## config.mk

```make
export PLATFORM = sky130hd
export DESIGN_NAME = spi_ctrl
export DESIGN_NICKNAME = d
export VERILOG_FILES = /design/src/rtl/spi_ctrl.sv
export SDC_FILE = /design/constraint.sdc
export NUM_CORES = 1
export LEC_CHECK = 0
export ABC_CLOCK_PERIOD_IN_PS = 3400
export CORE_ASPECT_RATIO = 0.5
export CORE_MARGIN = 10
export CORE_UTILIZATION = 40
export DETAILED_ROUTE_END_ITERATION = 6
export HOLD_SLACK_MARGIN = 0.12
export SYNTH_ARGS = -nofsm -noshare
export SYNTH_HDL_FRONTEND = slang
export SYNTH_SLANG_ARGS = --single-unit
```

## constraint.sdc

```tcl
create_clock -name clk -period 3.4 [get_ports clk]
set_input_delay 0.68 -clock clk [delete_from_list [all_inputs] [get_ports clk]]
set_output_delay 0.68 -clock clk [all_outputs]
set_load 0.02 [all_outputs]
```

## src/rtl/spi_ctrl.sv

```systemverilog
// spi_ctrl: SPI initiator for the spi_mem protocol, single-byte read/write commands.
// Optional handshake watchdog is compiled in when SPI_CTRL_TIMEOUT_EN is defined.
module spi_ctrl #(
    parameter int TIMEOUT = 64
) (
    input  logic       clk,
    input  logic       rst,
    input  logic       start,
    input  logic       wr,
    input  logic [4:0] addr,
    input  logic [7:0] wdata,
    output logic       busy,
    output logic       done,
    output logic [7:0] rdata,
    output logic       err,
    output logic       cs,
    output logic       mosi,
    input  logic       ready,
    input  logic       miso,
    input  logic       op_done
);

    typedef enum logic [2:0] {IDLE, SEL, OPC, SHIFT, WAIT_RDY, RECV, WAIT_DONE} state_t;

    state_t      state, state_d;
    logic [15:0] sreg, sreg_d;
    logic [4:0]  bitcnt, bitcnt_d;
    logic        is_wr, is_wr_d;
    logic [7:0]  rxsh, rxsh_d, rdata_d;
    logic        cs_d, mosi_d, busy_d, done_d;

`ifdef SPI_CTRL_TIMEOUT_EN
    localparam int TW = $clog2(TIMEOUT + 1);
    logic [TW-1:0] tcnt, tcnt_d;
    logic          err_r, err_d, expired;

    assign expired = (tcnt == TW'(TIMEOUT - 1));
    assign err     = err_r;
`else
    assign err = 1'b0;
`endif

    // All outputs are registered; this block computes their next values.
    always_comb begin
        state_d  = state;
        sreg_d   = sreg;
        bitcnt_d = bitcnt;
        is_wr_d  = is_wr;
        rxsh_d   = rxsh;
        rdata_d  = rdata;
        cs_d     = cs;
        mosi_d   = mosi;
        busy_d   = busy;
        done_d   = 1'b0;
`ifdef SPI_CTRL_TIMEOUT_EN
        tcnt_d   = '0;
        err_d    = err_r;
`endif
        case (state)
            IDLE: begin
                if (start) begin
                    is_wr_d  = wr;
                    sreg_d   = {wdata, 3'b000, addr};
                    bitcnt_d = '0;
                    cs_d     = 1'b0;
                    mosi_d   = 1'b0;
                    busy_d   = 1'b1;
`ifdef SPI_CTRL_TIMEOUT_EN
                    err_d    = 1'b0;
`endif
                    state_d  = SEL;
                end
            end
            SEL: begin
                mosi_d  = is_wr;
                state_d = OPC;
            end
            OPC: begin
                mosi_d   = sreg[0];
                sreg_d   = sreg >> 1;
                bitcnt_d = 5'd1;
                state_d  = SHIFT;
            end
            SHIFT: begin
                // cs rises on the edge after the last bit has been presented
                if (bitcnt == (is_wr ? 5'd16 : 5'd8)) begin
                    cs_d    = 1'b1;
                    mosi_d  = 1'b0;
                    state_d = is_wr ? WAIT_DONE : WAIT_RDY;
                end else begin
                    mosi_d   = sreg[0];
                    sreg_d   = sreg >> 1;
                    bitcnt_d = bitcnt + 5'd1;
                end
            end
            WAIT_RDY: begin
                if (ready) begin
                    bitcnt_d = '0;
                    state_d  = RECV;
                end
`ifdef SPI_CTRL_TIMEOUT_EN
                else if (expired) begin
                    cs_d    = 1'b1;
                    busy_d  = 1'b0;
                    done_d  = 1'b1;
                    err_d   = 1'b1;
                    state_d = IDLE;
                end else begin
                    tcnt_d = tcnt + 1'b1;
                end
`endif
            end
            RECV: begin
                rxsh_d   = {miso, rxsh[7:1]};
                bitcnt_d = bitcnt + 5'd1;
                if (bitcnt == 5'd7) state_d = WAIT_DONE;
            end
            WAIT_DONE: begin
                if (op_done) begin
                    done_d  = 1'b1;
                    busy_d  = 1'b0;
                    if (!is_wr) rdata_d = rxsh;
                    state_d = IDLE;
                end
`ifdef SPI_CTRL_TIMEOUT_EN
                else if (expired) begin
                    cs_d    = 1'b1;
                    busy_d  = 1'b0;
                    done_d  = 1'b1;
                    err_d   = 1'b1;
                    state_d = IDLE;
                end else begin
                    tcnt_d = tcnt + 1'b1;
                end
`endif
            end
            default: state_d = IDLE;
        endcase
    end

    always_ff @(posedge clk or negedge rst) begin
        if (!rst) begin
            state  <= IDLE;
            sreg   <= '0;
            bitcnt <= '0;
            is_wr  <= 1'b0;
            rxsh   <= '0;
            rdata  <= '0;
            cs     <= 1'b1;
            mosi   <= 1'b0;
            busy   <= 1'b0;
            done   <= 1'b0;
`ifdef SPI_CTRL_TIMEOUT_EN
            tcnt   <= '0;
            err_r  <= 1'b0;
`endif
        end else begin
            state  <= state_d;
            sreg   <= sreg_d;
            bitcnt <= bitcnt_d;
            is_wr  <= is_wr_d;
            rxsh   <= rxsh_d;
            rdata  <= rdata_d;
            cs     <= cs_d;
            mosi   <= mosi_d;
            busy   <= busy_d;
            done   <= done_d;
`ifdef SPI_CTRL_TIMEOUT_EN
            tcnt   <= tcnt_d;
            err_r  <= err_d;
`endif
        end
    end

endmodule

```

==> Word level (Yosys, flattened, before mapping) <==
Index checks and enable logic that the tools add are counted.
{ "word_totals": {"register_bits": 45, "latchBits": 0, "ramBits": 0, "rom_bits": 0, "in_bits": 20, "output_inout_bits": 13, "wordCells": 65, "mem_count": 0} }
{ "op_classes": {"addsub": 1, "n_mul": 0, "n_div": 0, "order_cmp": 0, "eq_ne": 14, "n_shift": 0, "mux": 25, "bitwise": 1, "n_reduce_logical": 14} }
{ "ops": {"columns": ["operator", "count"], "rows": [
  ["16-bit case mux with 3 select lines", 1],
  ["16-bit two-way mux", 2],
  ["5-bit case mux with 5 select lines", 1],
  ["3-bit case mux with 7 select lines", 1],
  ["5-bit two-way mux", 4],
  ["3-bit two-way mux", 5],
  ["2-bit != test, second input constant", 6],
  ["3-bit AND reduction", 4],
  ["3-bit == test, second input constant", 3],
  ["1-bit two-way mux", 7],
  ["3-bit by 2-bit == test with 1-bit output, second input constant", 2],
  ["5-bit by 1-bit adder with 5-bit output, second input constant", 1],
  ["5-bit by 3-bit == test with 1-bit output, second input constant", 1],
  ["5-bit == test", 1],
  ["5-bit AND reduction", 1],
  ["5-bit nonzero test", 1],
  ["1-bit case mux with 2 select lines", 2],
  ["1-bit case mux with 4 select lines", 1],
  ["2-bit AND reduction", 2],
  ["4-bit AND reduction", 1],
  ["2-bit nonzero test", 2],
  ["4-bit nonzero test", 1],
  ["3-bit by 1-bit == test with 1-bit output, second input constant", 1],
  ["3-bit logical NOT", 1],
  ["other kinds (3)", 3]
]} }

==> Logic depth before layout (Yosys ltp) <==
Gate-level depths: netlist of run 1.
{ "depth": {"depth_word": 4, "mapped_depth": 9, "depth_no_buf": 6} }

==> Worst setup path after synthesis of run 1 <==
Ideal clock, no wire load.
{ "synth_path": {"kind": "reg2reg", "from": "register bitcnt[0]", "to": "register sreg[0]", "setup_time_ps": 125, "arrival_time_ps": 1898, "required_ps": 3275, "path_slack_ps": 1377, "path_stages_with_launch": 10, "path_buffers": 3, "synth_period_minus_slack_ps": 2023, "cell_sequence": "dfrtp_1 clkbuf_1 inv_1 ha_1 or2b_2 a21oi_4 a21bo_1 buf_6 buf_12 mux2_4"} }
{ "synth_via": {"elab_chain_cells": 3} }
{ "synth_rtl": {"columns": ["element", "line", "rtl"], "rows": [
  ["start, declared", "27", "logic [4:0] bitcnt, bitcnt_d;"],
  ["start signal, assigned", "160", "bitcnt <= bitcnt_d;"],
  ["5-bit == test", "86", "if (bitcnt == (is_wr ? 5'd16 : 5'd8)) begin"],
  ["2-bit != test (no source line)", null, null],
  ["3-bit AND reduction (no source line)", null, null],
  ["end signal, assigned", "159", "sreg <= sreg_d;"],
  ["end, declared", "26", "logic [15:0] sreg, sreg_d;"]
]} }
No other way between the ends.
A chain may end at the register's enable or synchronous reset.

==> Worst setup path after layout of run 1 <==
{ "layout_path": {"from": "input start", "to": "register sreg[11]"} }
{ "layout_via": {"elab_chain_cells": 2} }
{ "layout_rtl": {"columns": ["element", "line", "rtl"], "rows": [
  ["start, declared", "8", "input logic start,"],
  ["2-bit != test (no source line)", null, null],
  ["3-bit AND reduction (no source line)", null, null]
]} }
No other way between the ends.

==> flow_summary_export.csv, run 1 <==
group,metric,value,unit
grt,grt_use_total,9.667,%
die,dieArea,9354,um^2
logic_synthesis,ys_types,47,
sta,tns,0,ns
cts,path_clk_slew,0.07,ns
place,place_ws,0.6120,ns
min_path,hold_path_class,"reg2reg",
min_path,whs_path_depth,1,
place,gp_congestion,0.7840,
logic_synthesis,synth_cells,190,
critical_path,cp_max_fo,10,
power,powerDensity,879.0,nW/um^2
finish,regArea,1127,um^2
die,start_util,41.63,%
drt,viasPerCell,5.283,
logic_synthesis,synth.avg_cell_area,12.08,um^2
cts,htreeDepth,2,
place,placed_cell_area,2615,um^2
cts,cts_sinks,45,
sta,rsz0062_at_grt,"false",
sta,layout_setup_ws,0.9221,ns
grt,grt_pass1_wl,7507,um
critical_path,path_cells,"clkdlybuf4s50_1 > o21bai_1 > a21oi_1 > a21bo_1 > buf_4 > mux2_4",
finish,final_nets,241,
sta,worst_pin_slew,0.9918,ns
finish,area_delta_synth_final,20.65,%
drt,ant_nets,0,
cts,clock_latency,0.28,ns
cts,ctsHoldBuffers,0,
sta,max_slew_margin,33.88,%
drt,routed_wl,4471,um
critical_path,reg2reg_from,"bitcnt[0]$_DFFE_PN0P_",
cts,cts-root-buf,"clkbuf_16",
grt,grt_antenna_before_repair,0,
place,io_buffers,31,
critical_path,cpMaxStageDelayCell,"clkdlybuf4s50_1",
sta,hold_viol,0,
logic_synthesis,synth.largest_area_cell,"dfrtp_1",
critical_path,path_class,"in2reg",
die,coreArea,5515,um^2
sta,worst_clock_skew,0.007707,ns
drt,remaining_drc_errors,0,
sta,post-route-period-util,72.88,%
job,maxCapViolCount,0,
cts,cts_tree,"yes",
sta,period_minus_slack,2.478,ns
power,finalPower,2.435,mW
logic_synthesis,synth_edf_count,0,
logic_synthesis,synthArstFlopShare,100.0,%
die,die_y,73.57,um
finish,drive_gt1_share,28.18,%
min_path,min-delay-start,"sreg[4]$_DFFE_PN0P_",
logic_synthesis,yosys_warnings,0,
grt,grt_pass1_vias,1556,
cts,ctsResizeCount,0,
logic_synthesis,synth_flop_cell,"dfrtp_1",
finish,diodes,0,
place,dp_hpwl,3233,um
logic_synthesis,synthTopCellsByArea,"dfrtp_1 48%, mux2_2 16%, mux2_4 4.6%, o21ai_0 2.0%, nand2_1 2.0%",
status,status,"completed",
power,p_leak,1.185,nW
logic_synthesis,synth_top_area_share,47.96,%
logic_synthesis,syn_area,2296,um^2
drt,drt_iter0_drc,74,
die,pin_count,33,
critical_path,arrival,2.65,ns
grt,grt_max_degree,46,
cts,numCtsBuffers,5,
finish,final_util,50.23,%
critical_path,reg2reg_depth,7,
critical_path,required,3.57,ns
power,vdd_drop_max,0.3166,mV
logic_synthesis,synth_nets,212,
drt,firstDrtPassIters,4,
die,die_w,127.1,um
drt,wl_per_cell,15.26,um
sta,drv_slew,0,
sta,max_freq,403.6,MHz
die,rows,19,
critical_path,crit_path_end_kind,"flip-flop",
grt,overflow,0,
cts,post_cts_buffers,0,
drt,vias,1548,
finish,multiInputGateArea,1042,um^2
logic_synthesis,ys_seq_area_share,49.10,%
finish,final_area,2770,um^2
sta,setup_viol,0,
critical_path,cp-start-kind,"input port",
finish,fillCellCount,502,
critical_path,cp-startpoint,"start",
critical_path,slowest_delay,0.49,ns
logic_synthesis,ys_ff_latch,45,
cts,ctsLongestPathBuffers,2,
metal layers:
metal,share of wire (%),vias to the layer above,GRT usage (%),wire length (um)
met2,47,31,15.43,2082
met5,0,-,0,0
met3,4.6,7,3.015,207
li1,-,742,-,-
met1,47,768,12.17,2120
met4,1.3,0,3.388,60
through the flow:
| step | hold WS (ns) | cells |
|---|---|---|
| 2_1_floorplan | 0.3844 | 190 |
| 3_3_place_gp | 0.4764 | 285 |
| 3_5_place_dp | 0.4901 | 285 |
| 4_1_cts | 0.5050 | 293 |
| 5_1_grt | 0.5177 | 293 |
| 6_report | 0.5042 | 293 |
area by class of cell:
class	count	area share (%)
clock buffer	6	5.014
clock inverter	2	0.5872
inverter	5	0.6775
multi-input combinational	127	37.62
sequential	45	40.70
tap	73	3.297
timing repair buffer	35	12.10
worst paths after layout:
check	slack, ns	end
worst min-delay path	0.50	sreg[4]$_DFFE_PN0P_
worst max register to register	1.04	sreg[11]$_DFFE_PN0P_
worst min register to register	0.50	sreg[4]$_DFFE_PN0P_
worst max-delay path	0.92	sreg[11]$_DFFE_PN0P_
min in group asynchronous	0.55	rdata[5]$_DFFE_PN0P_
max in group asynchronous	2.22	state[1]$_DFFE_PN0P_
worst max-delay path: cells and delay by family:
family | cells | cell delay (ns)
buf+inv | 2 | 0.72
compound gates | 3 | 0.94
mux | 1 | 0.30
power by group:
part / leakage, nW / switching (mW) / total [mW] / internal, mW
clock network: 0.0735 / 0.208 / 0.503 / 0.295
registers: 0.558 / 0.178 / 0.935 / 0.757
logic: 0.554 / 0.430 / 0.997 / 0.567
placed cells by master (no fill, tap or decap), types with 2 or more instances in the layout:
cell type and instances:
mux2_4 7, mux2i_1 2, inv_1 5, o21ai_0 9
ha_1 2, nand3_1 3, clkdlybuf4s50_1 30, a22o_2 3
clkbuf_16 5, nor2b_1 2, nand2_1 12, nor3_1 3
dfrtp_1 44, a31oi_1 3, mux2_2 33, nand2b_1 3
a21oi_1 6, o221ai_1 2, a41oi_1 3, nor2_1 9
buf_4 4, o21bai_1 2, and2_1 2, o21a_1 2
registers in the layout (all words and copies together), names as in the netlist:
signal  cells
rdata       8
rxsh        8
busy        1
mosi        1
done        1
cs          1
state       3
bitcnt      5
sreg       16
is_wr       1
cell families (layout without fill, tap and decap cells):
group,Yosys count,count (layout),share of synthesized area (%)
flip-flops,45,45,49.10
multiplexers,42,42,21.64
AO/OA/AOI/OAI,41,41,13.03
AND/OR/NAND/NOR,40,40,9.100
buffers and inverters,18,48,5.504
adder cells (fa/ha/maj),2,2,1.090
other,1,1,0.1633
XOR/XNOR,1,1,0.3815
Yosys cell counts, drive strengths merged (2+ instances only):
library cell  number
nand2             12
mux2              40
buf                7
o221ai             2
nor3               3
o21bai             2
clkbuf             6
inv                5
a31oi              3
mux2i              2
ha                 2
and2               2
a21oi              7
a22o               3
nor2               9
nand3              3
o21a               2
nor2b              2
o21ai              9
a41oi              3
nand2b             3
dfrtp             44
No activity file was read; power rests on OpenSTA's default activity.
==> run 2: changes to the inputs <==
Settings changed: ABC_CLOCK_PERIOD_IN_PS 3400 to 2500.
Clock period 3.4 ns to 2.5 ns, I/O delays scaled along.
==> run 2 against run 1 <==
  * Clock power up 37%
  * Cell count rose by 1.7%
  * First-iteration DRC count rose by 36%
  * Critical path depth grew 1
  * Sequential share of layout area fell by 0.72 points
  * Cell area up 1.8%
  * Setup slack got worse by 0.43 ns
  * Clock-buffer cell count did not move
  * Hold slack worse by 0.22 ns
  * Via count shrank 1.0%
  * Die area unchanged
  * Critical endpoint is now sreg[9]$_DFFE_PN0P_
==> flow_summary_export.csv, run 2 (synthesized netlist as in run 1, its figures left out) <==
group,metric,value,unit
status,status,"completed",
min_path,hold_path_class,"in2async",
grt,grt_pass1_vias,1592,
cts,cts-root-buf,"clkbuf_16",
die,dieArea,9354,um^2
cts,ctsLongestPathBuffers,2,
grt,overflow,0,
drt,wl_per_cell,15.27,um
power,combPwrFrac,42.7,%
cts,ctsHoldBuffers,0,
finish,fillCellCount,489,
critical_path,cp_max_fo,15,
place,io_buffers,31,
power,powerDensity,1195,nW/um^2
cts,post_cts_buffers,0,
job,maxCapViolCount,0,
drt,drt_iter0_drc,101,
sta,worst_pin_slew,0.6833,ns
cts,cts_sinks,45,
finish,drive_gt1_share,29.78,%
critical_path,slowest_delay,0.41,ns
critical_path,crit_path_end_kind,"flip-flop",
power,switching_share,33.22,%
place,gp_congestion,0.7726,
finish,multiInputGateArea,1042,um^2
sta,layout_setup_ws,0.4959,ns
die,coreArea,5515,um^2
cts,clock_latency,0.29,ns
die,die_w,127.1,um
die,rows,19,
cts,path_clk_slew,0.07,ns
finish,top_regs,"sreg: 16 flops, rdata: 8 flops, rxsh: 8 flops",
sta,setup_viol,0,
sta,rsz0062_at_grt,"false",
drt,viasPerCell,5.141,
sta,max_freq,499.0,MHz
drt,vias,1532,
power,p_leak,1.211,nW
finish,diodes,0,
critical_path,path_cells,"inv_1 > ha_1 > or2b_2 > a21oi_4 > a21bo_1 > buf_12 > mux2_2",
finish,final_nets,246,
critical_path,arrival,2.18,ns
cts,htreeDepth,2,
grt,grt_max_degree,46,
cts,numCtsBuffers,5,
cts,ctsResizeCount,0,
drt,firstDrtPassIters,5,
finish,most-common-layout-cells,"44 x dfrtp_1, 33 x mux2_2, 30 x clkdlybuf4s50_1, 12 x nand2_1",
critical_path,crit_family,"compound AO/OA/AOI/OAI gates",
sta,worst_clock_skew,0.006929,ns
power,vdd_drop_max,0.4462,mV
place,dp_hpwl,3275,um
cts,cts_tree,"yes",
finish,regMostFlops,"sreg",
finish,largest_reg_flops,16,
critical_path,cp-start-kind,"flip-flop",
drt,remaining_drc_errors,0,
place,place_ws,0.3697,ns
finish,layout.cells.most_common,"dfrtp_1",
power,p_sw,1.120,mW
finish,area_delta_synth_final,22.83,%
critical_path,crit_buf_inv,2,
sta,drv_slew,0,
die,pin_count,33,
grt,grt_pass1_wl,7817,um
drt,routed_wl,4551,um
drt,ant_nets,0,
grt,grt_use_total,10.24,%
critical_path,path_class,"reg2reg",
power,p_int,2.250,mW
die,die_y,73.57,um
sta,max_slew_margin,54.45,%
sta,period_minus_slack,2.004,ns
grt,grt_antenna_before_repair,0,
sta,hold_viol,0,
power,seqPwrFrac,36.9,%
critical_path,required,2.67,ns
power,pwr-share-clk,20.4,%
finish,regArea,1127,um^2
critical_path,cpMaxStageDelayCell,"dfrtp_1",
sta,tns,0,ns
sta,post-route-period-util,80.16,%
die,start_util,41.63,%
==> run 2: power groups by stage <==
stage	Clock, mW	Sequential, mW	Combinational, mW
after floorplan	0	1.27	1.06
after global placement	0	1.25	1.42
after detailed placement	0	1.26	1.45
after CTS	0.705	1.25	1.46
after global routing	0.736	1.29	1.60
final	0.689	1.24	1.44
==> run 2: worst paths after layout <==
kind | start | endpoint | slack (ns) | cells after the start
setup / recovery | bitcnt[1]$_DFFE_PN0P_ | sreg[9]$_DFFE_PN0P_ | 0.50 | 7
hold / removal | rst | rxsh[5]$_DFFE_PN0P_ | 0.29 | 2
setup reg to reg | bitcnt[1]$_DFFE_PN0P_ | sreg[9]$_DFFE_PN0P_ | 0.50 | 7
hold reg to reg | sreg[8]$_DFFE_PN0P_ | sreg[7]$_DFFE_PN0P_ | 0.49 | 1
max in group asynchronous | rst | bitcnt[0]$_DFFE_PN0P_ | 1.82 | 2
min in group clk | sreg[8]$_DFFE_PN0P_ | sreg[7]$_DFFE_PN0P_ | 0.49 | 1
==> run 2: worst register-to-register path, stage by stage (launching register included) <==
cell	delay, ns
dfrtp_1	0.41
inv_1	0.09
ha_1	0.13
or2b_2	0.34
a21oi_4	0.23
a21bo_1	0.19
buf_12	0.16
mux2_2	0.34
==> run 2: through the flow <==
| step | std cells | power [mW] | hold slack (ns) | instance area (um^2) | util, % |
|---|---|---|---|---|---|
| 4_1_cts | 298 | 3.409 | 0.3041 | 2820 | 51.13 |
| 5_1_grt | 298 | 3.624 | 0.3407 | 2820 | 51.13 |
| 3_5_place_dp | 290 | 2.710 | 0.4798 | 2665 | 48.32 |
| 3_3_place_gp | 290 | 2.669 | 0.4743 | 2665 | 48.32 |
| 2_1_floorplan | 190 | 2.338 | 0.2044 | 2296 | - |
| 6_report | 298 | 3.370 | 0.2876 | 2820 | 51.13 |
==> run 2: routing by layer <==
metal	up-vias	GRT usage (%)	part of all wire, %
met4	0	3.388	0.57
met5	-	0	0
met2	29	16.57	47
met3	4	2.872	4.6
met1	743	12.97	48
li1	756	-	-
==> run 2: cell type report <==
| cell class | count | area share [%] |
|---|---|---|
| clock inverters | 2 | 0.5768 |
| well taps | 73 | 3.239 |
| clock buffers | 6 | 4.925 |
| multi-input cells | 127 | 36.96 |
| inverters | 5 | 0.6655 |
| repair buffers | 40 | 13.66 |
| flip-flops and latches | 45 | 39.97 |
